--- config.mk ---
export PLATFORM = sky130hd
export DESIGN_NAME = vfd_scan_engine
export DESIGN_NICKNAME = d
export VERILOG_FILES = /design/src/rtl/vfd_scan_engine.sv
export SDC_FILE = /design/constraint.sdc
export NUM_CORES = 1
export LEC_CHECK = 0
export ABC_AREA = 1
export CAP_MARGIN = 5
export CORE_MARGIN = 2
export CORE_UTILIZATION = 52
export DETAILED_ROUTE_END_ITERATION = 7
export GPL_TIMING_DRIVEN = 0
export PLACE_DENSITY = 0.73
export SLEW_MARGIN = 20
export SYNTH_ARGS = -nofsm -noshare
export SYNTH_HDL_FRONTEND = slang
export SYNTH_SLANG_ARGS = --single-unit
--- constraint.sdc ---
create_clock -name clk -period 2.6 [get_ports clk]
set_clock_uncertainty 0.05 [all_clocks]
set_input_delay 0.52 -clock clk [delete_from_list [all_inputs] [get_ports clk]]
set_output_delay 0.52 -clock clk [all_outputs]
set_load 0.05 [all_outputs]
--- src/rtl/vfd_scan_engine.sv ---
// VFD grid scanner: per grid period it latches, shifts pixel bit-planes plus grid-select bits, then holds.
// Outputs decode from registered state; SOUT passes MEM_DATA through in phase 0 (one-clock read latency), no backpressure.
module vfd_scan_engine #(
  parameter int N_GRID   = 52,
  parameter int N_LANE   = 3,
  parameter int PIX_BITS = 234,
  parameter int PERIOD   = 3846,
  parameter int LAT_CYC  = 3,
  parameter int BLK_CYC  = 120,
  parameter int DIM_STEP = 8,
  parameter int GCP_W    = 3,
  parameter int ADDR_W   = 14
) (
  input  logic                      clk,
  input  logic                      rst,
  input  logic                      en,
  input  logic [7:0]                dim,
  output logic [ADDR_W-1:0]         mem_addr,
  output logic                      mem_rd,
  input  logic [N_LANE-1:0]         mem_data,
  output logic [N_LANE-1:0]         sout,
  output logic                      sck,
  output logic                      lat,
  output logic                      blk,
  output logic                      gcp,
  output logic [$clog2(N_GRID)-1:0] grid,
  output logic                      frame
);

  localparam int N_BITS = PIX_BITS + N_GRID;
  localparam int P_W    = $clog2(PERIOD);
  localparam int SC_W   = $clog2(2 * N_BITS + 1);
  localparam int G_W    = $clog2(N_GRID);
  localparam int GSTEP  = PERIOD >> N_LANE;

  typedef enum logic [1:0] {IDLE, LATCH, SHIFT, HOLD} state_t;

  state_t            state_q, state_nxt;
  logic [P_W-1:0]    p_q;
  logic [G_W-1:0]    grid_q;
  logic [ADDR_W-1:0] base_q;
  logic [SC_W-1:0]   sc_q;
  logic [P_W-1:0]    blk_len_q;
  logic [N_LANE-1:0] sout_q;

  logic              active, in_shift, ph0, ph1;
  logic [SC_W-2:0]   bit_idx;
  logic [N_LANE-1:0] sout_c;
  logic [31:0]       b_raw;
  logic [P_W-1:0]    b_sat, blk_lim;
  logic              gcp_c;
  int                gpos;

  always_comb begin
    state_nxt = state_q;
    case (state_q)
      IDLE:    if (en) state_nxt = LATCH;
      LATCH:   if (p_q == P_W'(LAT_CYC - 1)) state_nxt = SHIFT;
      SHIFT:   if (sc_q == SC_W'(2 * N_BITS)) state_nxt = HOLD;
      HOLD:    if (p_q == P_W'(PERIOD - 1)) state_nxt = LATCH;
      default: state_nxt = IDLE;
    endcase
  end

  // sc_q counts clocks inside SHIFT: even = read slot / phase 1, odd = phase 0 of bit sc_q>>1
  always_comb begin
    active   = (state_q != IDLE);
    in_shift = (state_q == SHIFT);
    ph0      = in_shift && sc_q[0];
    ph1      = in_shift && !sc_q[0] && (sc_q != '0);
    bit_idx  = sc_q[SC_W-1:1];
    gpos     = int'(bit_idx) - PIX_BITS;
    sout_c   = '0;
    if (ph0) begin
      if (int'(bit_idx) < PIX_BITS)
        sout_c = mem_data;
      else if (gpos == int'(grid_q) || gpos == int'(grid_q) + 1)
        sout_c = '1;
    end
  end

  always_comb begin
    b_raw   = 32'(BLK_CYC) + 32'(dim) * 32'(DIM_STEP);
    b_sat   = (b_raw > 32'(PERIOD - 1)) ? P_W'(PERIOD - 1) : b_raw[P_W-1:0];
    blk_lim = (p_q == '0) ? b_sat : blk_len_q;
    gcp_c   = 1'b0;
    for (int k = 1; k < (1 << N_LANE); k++) begin
      if (int'(p_q) >= k * GSTEP && int'(p_q) < k * GSTEP + GCP_W)
        gcp_c = 1'b1;
    end
  end

  always_comb begin
    lat      = (state_q == LATCH);
    blk      = active && (p_q < blk_lim);
    gcp      = active && gcp_c;
    frame    = active && (p_q == '0) && (grid_q == '0);
    grid     = grid_q;
    sck      = ph1;
    mem_rd   = in_shift && !sc_q[0] && (int'(bit_idx) < PIX_BITS);
    mem_addr = base_q + ADDR_W'(bit_idx);
    sout     = ph0 ? sout_c : (ph1 ? sout_q : '0);
  end

  always_ff @(posedge clk) begin
    if (rst || !en) begin
      state_q   <= IDLE;
      p_q       <= '0;
      grid_q    <= '0;
      base_q    <= '0;
      sc_q      <= '0;
      blk_len_q <= '0;
      sout_q    <= '0;
    end else begin
      state_q <= state_nxt;
      sc_q    <= (in_shift && state_nxt == SHIFT) ? sc_q + 1'b1 : '0;
      if (ph0) sout_q <= sout_c;
      if (active) begin
        if (p_q == '0) blk_len_q <= b_sat;
        if (p_q == P_W'(PERIOD - 1)) begin
          p_q <= '0;
          if (grid_q == G_W'(N_GRID - 1)) begin
            grid_q <= '0;
            base_q <= '0;
          end else begin
            grid_q <= grid_q + 1'b1;
            base_q <= base_q + ADDR_W'(PIX_BITS);
          end
        end else begin
          p_q <= p_q + 1'b1;
        end
      end
    end
  end

endmodule

# Word-level counts from Yosys, hierarchy flattened
# Index checks and enable logic that the tools add are counted.
# Widths: inputs -> output; s select.
# totals
register_bits	59
input_bits	14
output_inout_bits	29
elab_cells	91
# op_classes
addsub	8
order_cmp	17
eq_ne	10
n_mux	21
bitwise_logic	1
reduce_logical	27
# op_table
operator	count
$ge 12x12->1 const B	3
$lt 12x12->1 const B	3
$mux 12	3
$ge 12x11->1 const B	2
$lt 12x11->1 const B	2
$logic_and 1x1->1	16
$add 14x8->14 const B	1
$add 14x9->14	1
$mux 14	1
$add 12x1->12 const B	1
$add 7x11->12 const A	1
$eq 12x12->1 const B	1
$eq 12x2->1 const B	1
$ge 12x10->1 const B	1
$ge 12x9->1 const B	1
$gt 12x12->1 const B	1
$logic_not 12->1	1
$lt 12x10->1 const B	1
$lt 12x12->1	1
$lt 12x9->1 const B	1
$mux 3	4
$add 10x1->10 const B	1
$eq 10x10->1 const B	1
$eq 10x7->1	1
other kinds (21)	34

# Logic depth before layout (Yosys ltp)
# depth
ltp_word	10
ltp_mapped	16

# Worst setup path after synthesis
# OpenSTA, ideal clock, no wires.
# synth_timing
kind	input port to output port
startpoint	input port dim[0]
endpoint	output port blk
arrival_time_ns	2.735
slack_ns	-0.705
stages	13
path_buffers	0
path_cell_list	inv_1 -> ha_1 -> nand2_1 -> inv_1 -> nor2_1 -> nand2_1 -> nor2_1 -> a22o_1 -> inv_1 -> ha_1 -> a211oi_1 -> o21ai_0 -> a21oi_1
# synth_between
elab_chain_cells	6
# synth_lines
item	line_no	source
start, declared	17	input logic [7:0] dim,
$add 7x11->12 (*)	83	b_raw = 32'(BLK_CYC) + 32'(dim) * 32'(DIM_STEP);
$gt 12x12->1	84	b_sat = (b_raw > 32'(PERIOD - 1)) ? P_W'(PERIOD - 1) : b_raw[P_W-1:0];
$mux 12 (*)	84	
$mux 12 (*)	n/a	
$lt 12x12->1 (*)	95	blk = active && (p_q < blk_lim);
$logic_and 1x1->1 (*)	95	
end, declared	24	output logic blk,
# Every way passes the cells marked *; elsewhere a longest branch is shown, timed or not.

# Final worst setup path
# layout_timing
startpoint	register p_q[11]
endpoint	output port blk
# layout_between
elab_chain_cells	4
# layout_lines
item	line_no	source
start, declared	39	logic [P_W-1:0] p_q;
start signal, assigned	130	p_q <= p_q + 1'b1;
$logic_not 12->1	85	blk_lim = (p_q == '0) ? b_sat : blk_len_q;
$mux 12	n/a	
$lt 12x12->1 (*)	95	
$logic_and 1x1->1 (*)	95	
# Marked as above.

==> key figures <==
Outcome
  • Status: complete, but fails checks
  • Violated checks: negative setup slack

Power
  • Int Pwr: about 1.5 mW
  • Power Total: 1.97 mW
  • NetSw: 0.507 mW
  • Sw Share: 0.258
  • Total power divided by cell area: 343 nW/µm²
  • Clock share of power: 0.446
  • Combinational power share: 0.103
  • Standby leakage power: 2.50 nW
  • Sequential share of power: 0.451
  • Worst vdd ir: about 0.28 mV

GRT
  • Largest net degree at the start of global routing: 11
  • Initial antenna violation count: 0
  • First-pass GRT wire length: 18.9 mm
  • GRT Total Usage: 0.273
  • GR Overflow Total: 0
  • Vias in the first global route: 4,180

Worst setup path
  • Crit-path slowest cell: dfxtp_4
  • CP Depth: 15
  • Worst r2r path cells: 14
  • CP Cell Sequence: inv_4 -> nand4_1 -> nor2_4 -> nand3_4 -> clkbuf_8 -> o21ai_4 -> ha_4 -> a21oi_2 -> o21ai_1 -> a21oi_1 -> nor2_1 -> nor2_1 -> o21ai_2 -> a21oi_4 -> buf_6
  • Worst path max stage delay: 0.36 ns
  • Arr. time, crit path: about 2.6 ns
  • Crit path max-delay family: compound AO/OA/AOI/OAI gates
  • Crit end category: output pin
  • CP required: 2.03 ns
  • Crit Path Category: register to output pin
  • R2R Setup Slk: 0.52 ns
  • Worst path most repeated cell: nor2_1
  • Worst setup SP type: register
  • Peak fanout along the critical path: 8
  • Crit path buf inv count: 3

Run
  • Max cap viols: 0

Synth
  • Yosys cell types: 42
  • Post-synthesis average cell area: 6.71 µm²
  • Sequential element share of the synthesized area: 0.282
  • Post-synth EDFFs: 0
  • Synth Cell Area: between 4000 and 5000 µm²
  • Asr flop ratio synth: 0
  • Syn Nets: 659
  • Synth Register Bits: 58
  • Synthesized instance count: 613
  • Top FF cell, synth: dfxtp_1
  • Warnings from Yosys: 0

Die
  • Starting Density: 0.535
  • Die height: 92.9 µm
  • Die width: between 90 and 100 µm
  • Row count: 32
  • Die footprint: 8630 µm²
  • I/O Pins: between 40 and 50
  • Core area: 7690 µm²

Placement
  • DP Area: 4760 µm²
  • Detailed placer's ending HPWL: ~7.6 mm
  • # port buffers: 42
  • Setup WS pre-CTS: -1.49 ns
  • RePlAce Congestion: roughly 0.92

STA
  • Final Max Tran Viols: 0
  • Slew @ Worst Pin: 0.821 ns
  • Hold Violations, Final: 0
  • Final setup fails: 12
  • Final WS setup: -0.576 ns
  • RSZ-0062 raised after global routing: yes
  • Rel. slew slack: 0.451
  • Fmax: approximately 310 MHz
  • Tcrit/Tclk final: 1.22
  • Setup_tns: -2.86 ns
  • Fin crit period: roughly 3.2 ns

Route
  • Drt drc: 0
  • Drt first pass iters: 5
  • Initial drt markers: between 200 and 300
  • Avg WL per Cell: between 10 and 15 µm
  • Final wirelength: between 10 and 15 mm
  • Via Count: between 4,000 and 5,000
  • Post-DRT Antenna Nets: 0
  • Via/cell ratio: 5.36

Min path
  • Hold Path Depth: 2
  • Hold Crit Class: register to register

Layout
  • P&R area growth vs syn: 39.7%
  • Most frequent cells in the layout: 108 x nand2_1, 68 x inv_1, 59 x nor2_1, 43 x buf_4, 42 x nand3_1
  • Share of cells above drive strength 1: 0.313
  • Ant diodes: 0
  • Commonest non-fill, non-tap cell in the layout: nand2_1
  • FILL cells: just over 600
  • Fin util: 0.747
  • Design area: between 5000 and 6000 µm²
  • Final nets: 756

Clock network
  • Clk sinks: 58
  • CTS Hold Bufs: 0
  • Bufs on Longest Clock Path: 2
  • CTS tree: built
  • CTS Buf Count: 9
  • H-tree depth: 3
  • CTS Root Cell: clkbuf_8
  • CTS clk-pin slew, worst paths: approximately 0.070 ns
  • Clk_lat worst skew: 0.35 ns
-- routing by layer --
layer	GRT usage	vias to the layer above	wire length, µm
met4	0.127	0	300
met3	0.0439	27	601
met5	0	-	0
met1	0.347	2026	5020
met2	0.452	143	5450
li1	-	2186	-
-- sequential cells by signal, indices dropped and copies added, names as in the netlist --
register	cells
sc_q	10
grid	6
base_q	13
state_q	2
sout_q	3
blk_len_q	12
p_q	12
-- worst register-to-register path, cell delays in order, from the launching register on --
cell     delay [ns]
dfxtp_4        0.36
buf_6          0.12
inv_8          0.04
ha_4           0.27
nand2_1        0.09
nand2_1        0.08
nand3_1        0.09
a21oi_1        0.13
nand2_1        0.08
nor2_2         0.13
nand3_2        0.13
nand3_1        0.14
nand2_2        0.07
buf_4          0.15
a21oi_1        0.11
-- kinds of logic (layout without fill, tap and decap cells) --
logic type	after synthesis	after routing	share of synthesized area
buffers and inverters	106	208	0.101
flip-flops	58	58	0.282
XOR/XNOR	29	29	0.0618
AO/OA/AOI/OAI	84	84	0.117
AND/OR/NAND/NOR	304	304	0.340
adder cells (fa/ha/maj)	32	32	0.0974
-- metrics by stage --
step                cells  hold slack, ns
floorplan             613           0.380
global placement      757           0.393
detailed placement    757           0.397
CTS                   806           0.406
global route          817           0.433
finish                817           0.405
-- final timing paths --
check | start | to
worst max-delay path | p_q[11] | blk
worst min-delay path | blk_len_q[3] | blk_len_q[3]
worst max register to register | sc_q[3] | sout_q[1]
worst min register to register | blk_len_q[3] | blk_len_q[3]
-- layout make-up --
type / count / area (µm²) / area share
Buffer: 12 / 80.1 / 0.0139
Clock buffer: 12 / 155 / 0.0270
Clock inverter: 4 / 50.0 / 0.00871
Inverter: 93 / 369 / 0.0643
Multi-Input combinational cell: 449 / 2970 / 0.517
Sequential cell: 58 / 1210 / 0.211
Tap cell: 102 / 128 / 0.0222
Timing Repair Buffer: 87 / 778 / 0.136
-- power by group through the flow --
| stage | Combinational (mW) | Clock, mW | Sequential [mW] |
|---|---|---|---|
| after floorplan | 0.104 | 0 | 0.919 |
| after global placement | 0.157 | 0 | 0.920 |
| after detailed placement | 0.161 | 0 | 0.920 |
| after CTS | 0.190 | 0.879 | 0.888 |
| after global routing | 0.224 | 0.926 | 0.889 |
| final | 0.202 | 0.879 | 0.888 |
-- cells in the mapped netlist, types with 6 or more instances --
master	number	share of area
inv_1	85	0.078
buf_2	6	0.0073
xor2_1	24	0.051
a21oi_1	35	0.043
dfxtp_1	58	0.28
ha_1	32	0.097
inv_2	7	0.0064
nand4_1	12	0.018
o21ai_0	29	0.035
nor2_1	69	0.063
nand2_1	136	0.12
nor3_1	13	0.016
nand3_1	46	0.056
-- repair_timing --
item | CTS | global route
setup endpoints to repair | 20 | 18
resized for setup | 195 | 72
buffers inserted | 34 | 11
gates cloned | 0 | 0
pin swaps | 42 | 40
No activity file was read; power rests on OpenSTA's default activity.
